File: src/rtl/mem_arbiter.sv
// Round-robin arbiter sharing a single-port memory between instruction fetch
// and execute. Each access holds mem_en for WAIT_CYCLES, then pulses done.
module mem_arbiter #(
  parameter int ADDR_W      = 8,
  parameter int DATA_W      = 8,
  parameter int WAIT_CYCLES = 2
) (
  input  logic              clk,
  input  logic              rst,
  input  logic              if_req,
  input  logic [ADDR_W-1:0] if_addr,
  output logic              if_gnt,
  output logic [DATA_W-1:0] if_rdata,
  output logic              if_done,
  input  logic              ex_req,
  input  logic              ex_we,
  input  logic [ADDR_W-1:0] ex_addr,
  input  logic [DATA_W-1:0] ex_wdata,
  output logic              ex_gnt,
  output logic [DATA_W-1:0] ex_rdata,
  output logic              ex_done,
  output logic              mem_en,
  output logic              mem_we,
  output logic [ADDR_W-1:0] mem_addr,
  output logic [DATA_W-1:0] mem_wdata,
  input  logic [DATA_W-1:0] mem_rdata,
  output logic              busy
);

  typedef enum logic [1:0] {
    IDLE   = 2'd0,
    ACCESS = 2'd1,
    RESP   = 2'd2
  } state_t;

  localparam logic [3:0] CNT_INIT = 4'(WAIT_CYCLES - 1);

  state_t     state_r;
  state_t     next_state_s;
  logic [3:0] cnt_r;
  logic       last_r;     // 1: execute was granted most recently
  logic       owner_r;    // 1: execute owns the current access
  logic       win_s;
  logic       win_ex_s;

  if (WAIT_CYCLES < 1 || WAIT_CYCLES > 15) begin : g_bad_wait
    $error("mem_arbiter: WAIT_CYCLES must lie in 1..15");
  end

  // Pick a winner among the pending requests; ties go to whoever waited.
  always_comb begin
    win_s    = 1'b0;
    win_ex_s = 1'b0;
    if (if_req && ex_req) begin
      win_s    = 1'b1;
      win_ex_s = ~last_r;
    end else if (if_req) begin
      win_s    = 1'b1;
      win_ex_s = 1'b0;
    end else if (ex_req) begin
      win_s    = 1'b1;
      win_ex_s = 1'b1;
    end else begin
      win_s    = 1'b0;
      win_ex_s = 1'b0;
    end
  end

  // Next-state decode.
  always_comb begin
    next_state_s = state_r;
    case (state_r)
      IDLE: begin
        if (win_s) next_state_s = ACCESS;
        else       next_state_s = IDLE;
      end
      ACCESS: begin
        if (cnt_r == 4'd0) next_state_s = RESP;
        else               next_state_s = ACCESS;
      end
      RESP:    next_state_s = IDLE;
      default: next_state_s = IDLE;
    endcase
  end

  // State register.
  always_ff @(posedge clk) begin
    if (rst) state_r <= IDLE;
    else     state_r <= next_state_s;
  end

  // Registered memory interface, grants, completion pulses and read data.
  always_ff @(posedge clk) begin
    if (rst) begin
      cnt_r     <= 4'd0;
      last_r    <= 1'b1;
      owner_r   <= 1'b0;
      if_gnt    <= 1'b0;
      ex_gnt    <= 1'b0;
      if_done   <= 1'b0;
      ex_done   <= 1'b0;
      mem_en    <= 1'b0;
      mem_we    <= 1'b0;
      mem_addr  <= {ADDR_W{1'b0}};
      mem_wdata <= {DATA_W{1'b0}};
      if_rdata  <= {DATA_W{1'b0}};
      ex_rdata  <= {DATA_W{1'b0}};
    end else begin
      case (state_r)
        IDLE: begin
          if (win_s) begin
            owner_r <= win_ex_s;
            last_r  <= win_ex_s;
            cnt_r   <= CNT_INIT;
            mem_en  <= 1'b1;
            if (win_ex_s) begin
              ex_gnt    <= 1'b1;
              mem_we    <= ex_we;
              mem_addr  <= ex_addr;
              mem_wdata <= ex_wdata;
            end else begin
              if_gnt    <= 1'b1;
              mem_we    <= 1'b0;
              mem_addr  <= if_addr;
              mem_wdata <= {DATA_W{1'b0}};
            end
          end
        end
        ACCESS: begin
          if (cnt_r != 4'd0) begin
            cnt_r <= cnt_r - 4'd1;
          end else begin
            mem_en <= 1'b0;
            mem_we <= 1'b0;
            if (owner_r) begin
              ex_done <= 1'b1;
              if (!mem_we) ex_rdata <= mem_rdata;
            end else begin
              if_done  <= 1'b1;
              if_rdata <= mem_rdata;
            end
          end
        end
        RESP: begin
          if_gnt  <= 1'b0;
          ex_gnt  <= 1'b0;
          if_done <= 1'b0;
          ex_done <= 1'b0;
        end
        default: begin
          if_gnt  <= 1'b0;
          ex_gnt  <= 1'b0;
          if_done <= 1'b0;
          ex_done <= 1'b0;
          mem_en  <= 1'b0;
          mem_we  <= 1'b0;
        end
      endcase
    end
  end

  assign busy = (state_r != IDLE);

endmodule

File: config.mk
export PLATFORM = sky130hd
export DESIGN_NAME = mem_arbiter
export DESIGN_NICKNAME = d
export VERILOG_FILES = /design/src/rtl/mem_arbiter.sv
export SDC_FILE = /design/constraint.sdc
export NUM_CORES = 1
export LEC_CHECK = 0
export ABC_AREA = 1
export BUFFER_PORTS_ARGS = -buffer_cell sky130_fd_sc_hd__buf_2
export CAP_MARGIN = 20
export CORE_MARGIN = 4
export CORE_UTILIZATION = 30
export CTS_BUF_LIST = sky130_fd_sc_hd__clkbuf_4 sky130_fd_sc_hd__clkbuf_8
export CTS_CLUSTER_SIZE = 24
export DETAILED_ROUTE_END_ITERATION = 8
export GPL_TIMING_DRIVEN = 0
export SLEW_MARGIN = 20
export SYNTH_ARGS = -nofsm -noshare
export SYNTH_HDL_FRONTEND = slang
export SYNTH_SLANG_ARGS = --single-unit
File: constraint.sdc
create_clock -name clk -period 1.8 [get_ports clk]
set_input_delay 0.36 -clock clk [delete_from_list [all_inputs] [get_ports clk]]
set_output_delay 0.36 -clock clk [all_outputs]
set_load 0.05 [all_outputs]
==> run metrics <==
status=completed; CTS resizes=0; FILL cells=654; endpoints failing hold=0; Iteration-0 DRC Markers=54; Post-synth ARST share=0%; Period minus WS final=1.64 ns; Skew-Pair Late Insertion Delay=0.31 ns; most frequent cell after synthesis=nand2_1; top achievable clock speed=610 MHz; Mapped Area=1850 µm²; Post-Syn Nets=276; Critical Path RT=1.44 ns; register cell area after layout=921 µm²; vias in the first global route=1649; Slew headroom=72.6%; Worst setup SP type=flop; RSZ-0062 raised after global routing=false; Overall Global Routing Usage=12.4%; CTS tree=yes; floorplan row count=28; starting density of the core=31.1%; Routed WL=4570 µm; H-tree depth=2; power per cell area=1130 nW/µm²; number of CTS-inserted buffers=5; die span in y=86.6 µm; worst-path fanout max=5; Max clock buf depth=2; largest net degree at the start of global routing=15; Syn-to-layout area delta=30.2%; die width=86.6 µm; crit path cell chain=nor2_2 > inv_1 > buf_2; number of buffers added for setup after CTS=0; Crit. End Element=primary output; pre-CTS WS=0.223 ns; Post-synth EDFFs=0; Slew Limit Fails=0; CP delay by family, top=flip-flops; LEAKAGE=1.22 nW; initial antenna violation count=0; Overflow after GRT=0; post-synth top area share=49.7%; crit path DAT=1.28 ns; global placer's final weighted congestion=0.720; first-pass GRT wire length=7420 µm; # diodes=0; Slew @ Worst Pin=0.412 ns; worst clock skew=0.0111 ns; main area contributors after synthesis=dfxtp_1, nand2_1, o21ai_0; CP peak stage delay=0.45 ns; worst hold path class=in2reg; Syn Inst Count=237; vias per cell=4.42; I/O pin count=76; PortBufs=75; share of cells above drive strength 1=35.0%; Synth Register Bits=46; Clock Sinks=46; crit path max-delay cell type=dfxtp_1; DP Wirelength=3440 µm; Root Buffer Master=clkbuf_8; Synth Flop Type=dfxtp_1; DR pass1 iterations=4; Syn Area/Cell=7.82 µm²; area occupied by multi-input gates=803 µm²; register area share after synthesis=49.7%; clock slew at reported path FFs=0.09 ns; CP Class=reg2out; Distinct cells, synth=25; Util after Layout=40.5%; die area=7500 µm²; worst setup margin=0.161 ns; Nets=358; CP Buf/Inv Count=2; final setup vio count=0; DRT antenna net count=0; hold bufs inserted after CTS=0; Setup TNS Final=0 ns; vias post-DR=1746; period utilization=91.1%; worst vdd ir=0.533 mV; top cells by count, synth=nand2_1, dfxtp_1, o21ai_0, nor2_1; Syn. warnings=0; residual DRC count=0; WL/cell=11.6 µm; Placeable Area=5960 µm²; cell taking the most area after synthesis=dfxtp_1; Max-cap violations=0
area by class of cell:
type | count | area share, %
Sequential cell | 46 | 38.2
Multi-Input combinational cell | 163 | 33.3
Timing Repair Buffer | 75 | 15.6
Tap cell | 75 | 3.89
Clock buffer | 6 | 3.16
Inverter | 20 | 3.11
Buffer | 8 | 2.28
Clock inverter | 2 | 0.570
final timing paths:
kind	cells after the start	slack, ns	start	end
worst max-delay path	3	0.16	state_r[1]	busy
worst min register to register	2	0.44	mem_wdata[2]	mem_wdata[2]
worst max register to register	8	0.29	cnt_r[0]	ex_rdata[6]
worst min-delay path	3	0.27	ex_wdata[6]	mem_wdata[6]
kinds of logic (layout without fill, tap and decap cells):
group | count (synthesis) | in the layout | synth area share, %
AO/OA/AOI/OAI | 45 | 45 | 12.2
adder cells (fa/ha/maj) | 2 | 2 | 1.35
buffers and inverters | 28 | 111 | 7.02
flip-flops | 46 | 46 | 49.7
AND/OR/NAND/NOR | 116 | 116 | 29.8
sequential cells by signal (all words and copies together), names as in the netlist:
| name | count |
|---|---|
| last_r | 1 |
| mem_wdata | 8 |
| mem_addr | 8 |
| mem_en | 1 |
| mem_we | 1 |
| state_r | 2 |
| if_done | 1 |
| ex_rdata | 8 |
| owner_r | 1 |
| ex_done | 1 |
| ex_gnt | 1 |
| cnt_r | 4 |
| if_gnt | 1 |
| if_rdata | 8 |
cells in the final DEF (no fill, tap or decap), types with 2 or more instances in the layout:
cell type and n:
buf_2 77, nand2_1 56, dfxtp_1 46, o21ai_0 25, nor2_1 24, inv_1 17, a21oi_1 17, nand3_1 13
or2_2 10, clkbuf_8 5, inv_2 3, nor2_2 2, nand2_4 2, clkbuf_1 2, buf_4 2, nand2_2 2
nor2_4 2, buf_6 2, o21ai_1 2, ha_1 2
report_power, final:
group | leakage (nW) | switching, W | internal (W)
combinational | 0.791 | 0.000642 | 0.000235
clock | 0.0486 | 0.000356 | 0.000289
sequential | 0.377 | 0.0000655 | 0.00113
total | 1.22 | 0.00106 | 0.00166
worst reg2reg max path, cell delays in order, from the launching register on:
cell	delay [ns]
dfxtp_1	0.32
inv_1	0.10
ha_1	0.19
nand2_2	0.12
nor3_4	0.35
buf_6	0.20
nand2_1	0.06
nand2_1	0.05
nor2_1	0.04
per-stage QoR:
stage,area (µm²),hold slack [ns],total power (W),cells
global route,2410,0.273,0.00288,395
global placement,2320,0.423,0.00210,387
CTS,2410,0.272,0.00276,395
detailed placement,2320,0.431,0.00211,387
floorplan,1850,0.442,0.00189,237
finish,2410,0.271,0.00272,395
per-layer routing:
metal	up-vias	wire, µm	part of all wire, %	GRT usage (%)
met5	-	0	0	0
met4	0	56	1.2	4.25
met3	7	314	6.9	2.85
met2	49	2100	46	20.6
met1	771	2100	46	15.7
li1	919	-	-	-
Power figures use the tool's default switching activity.
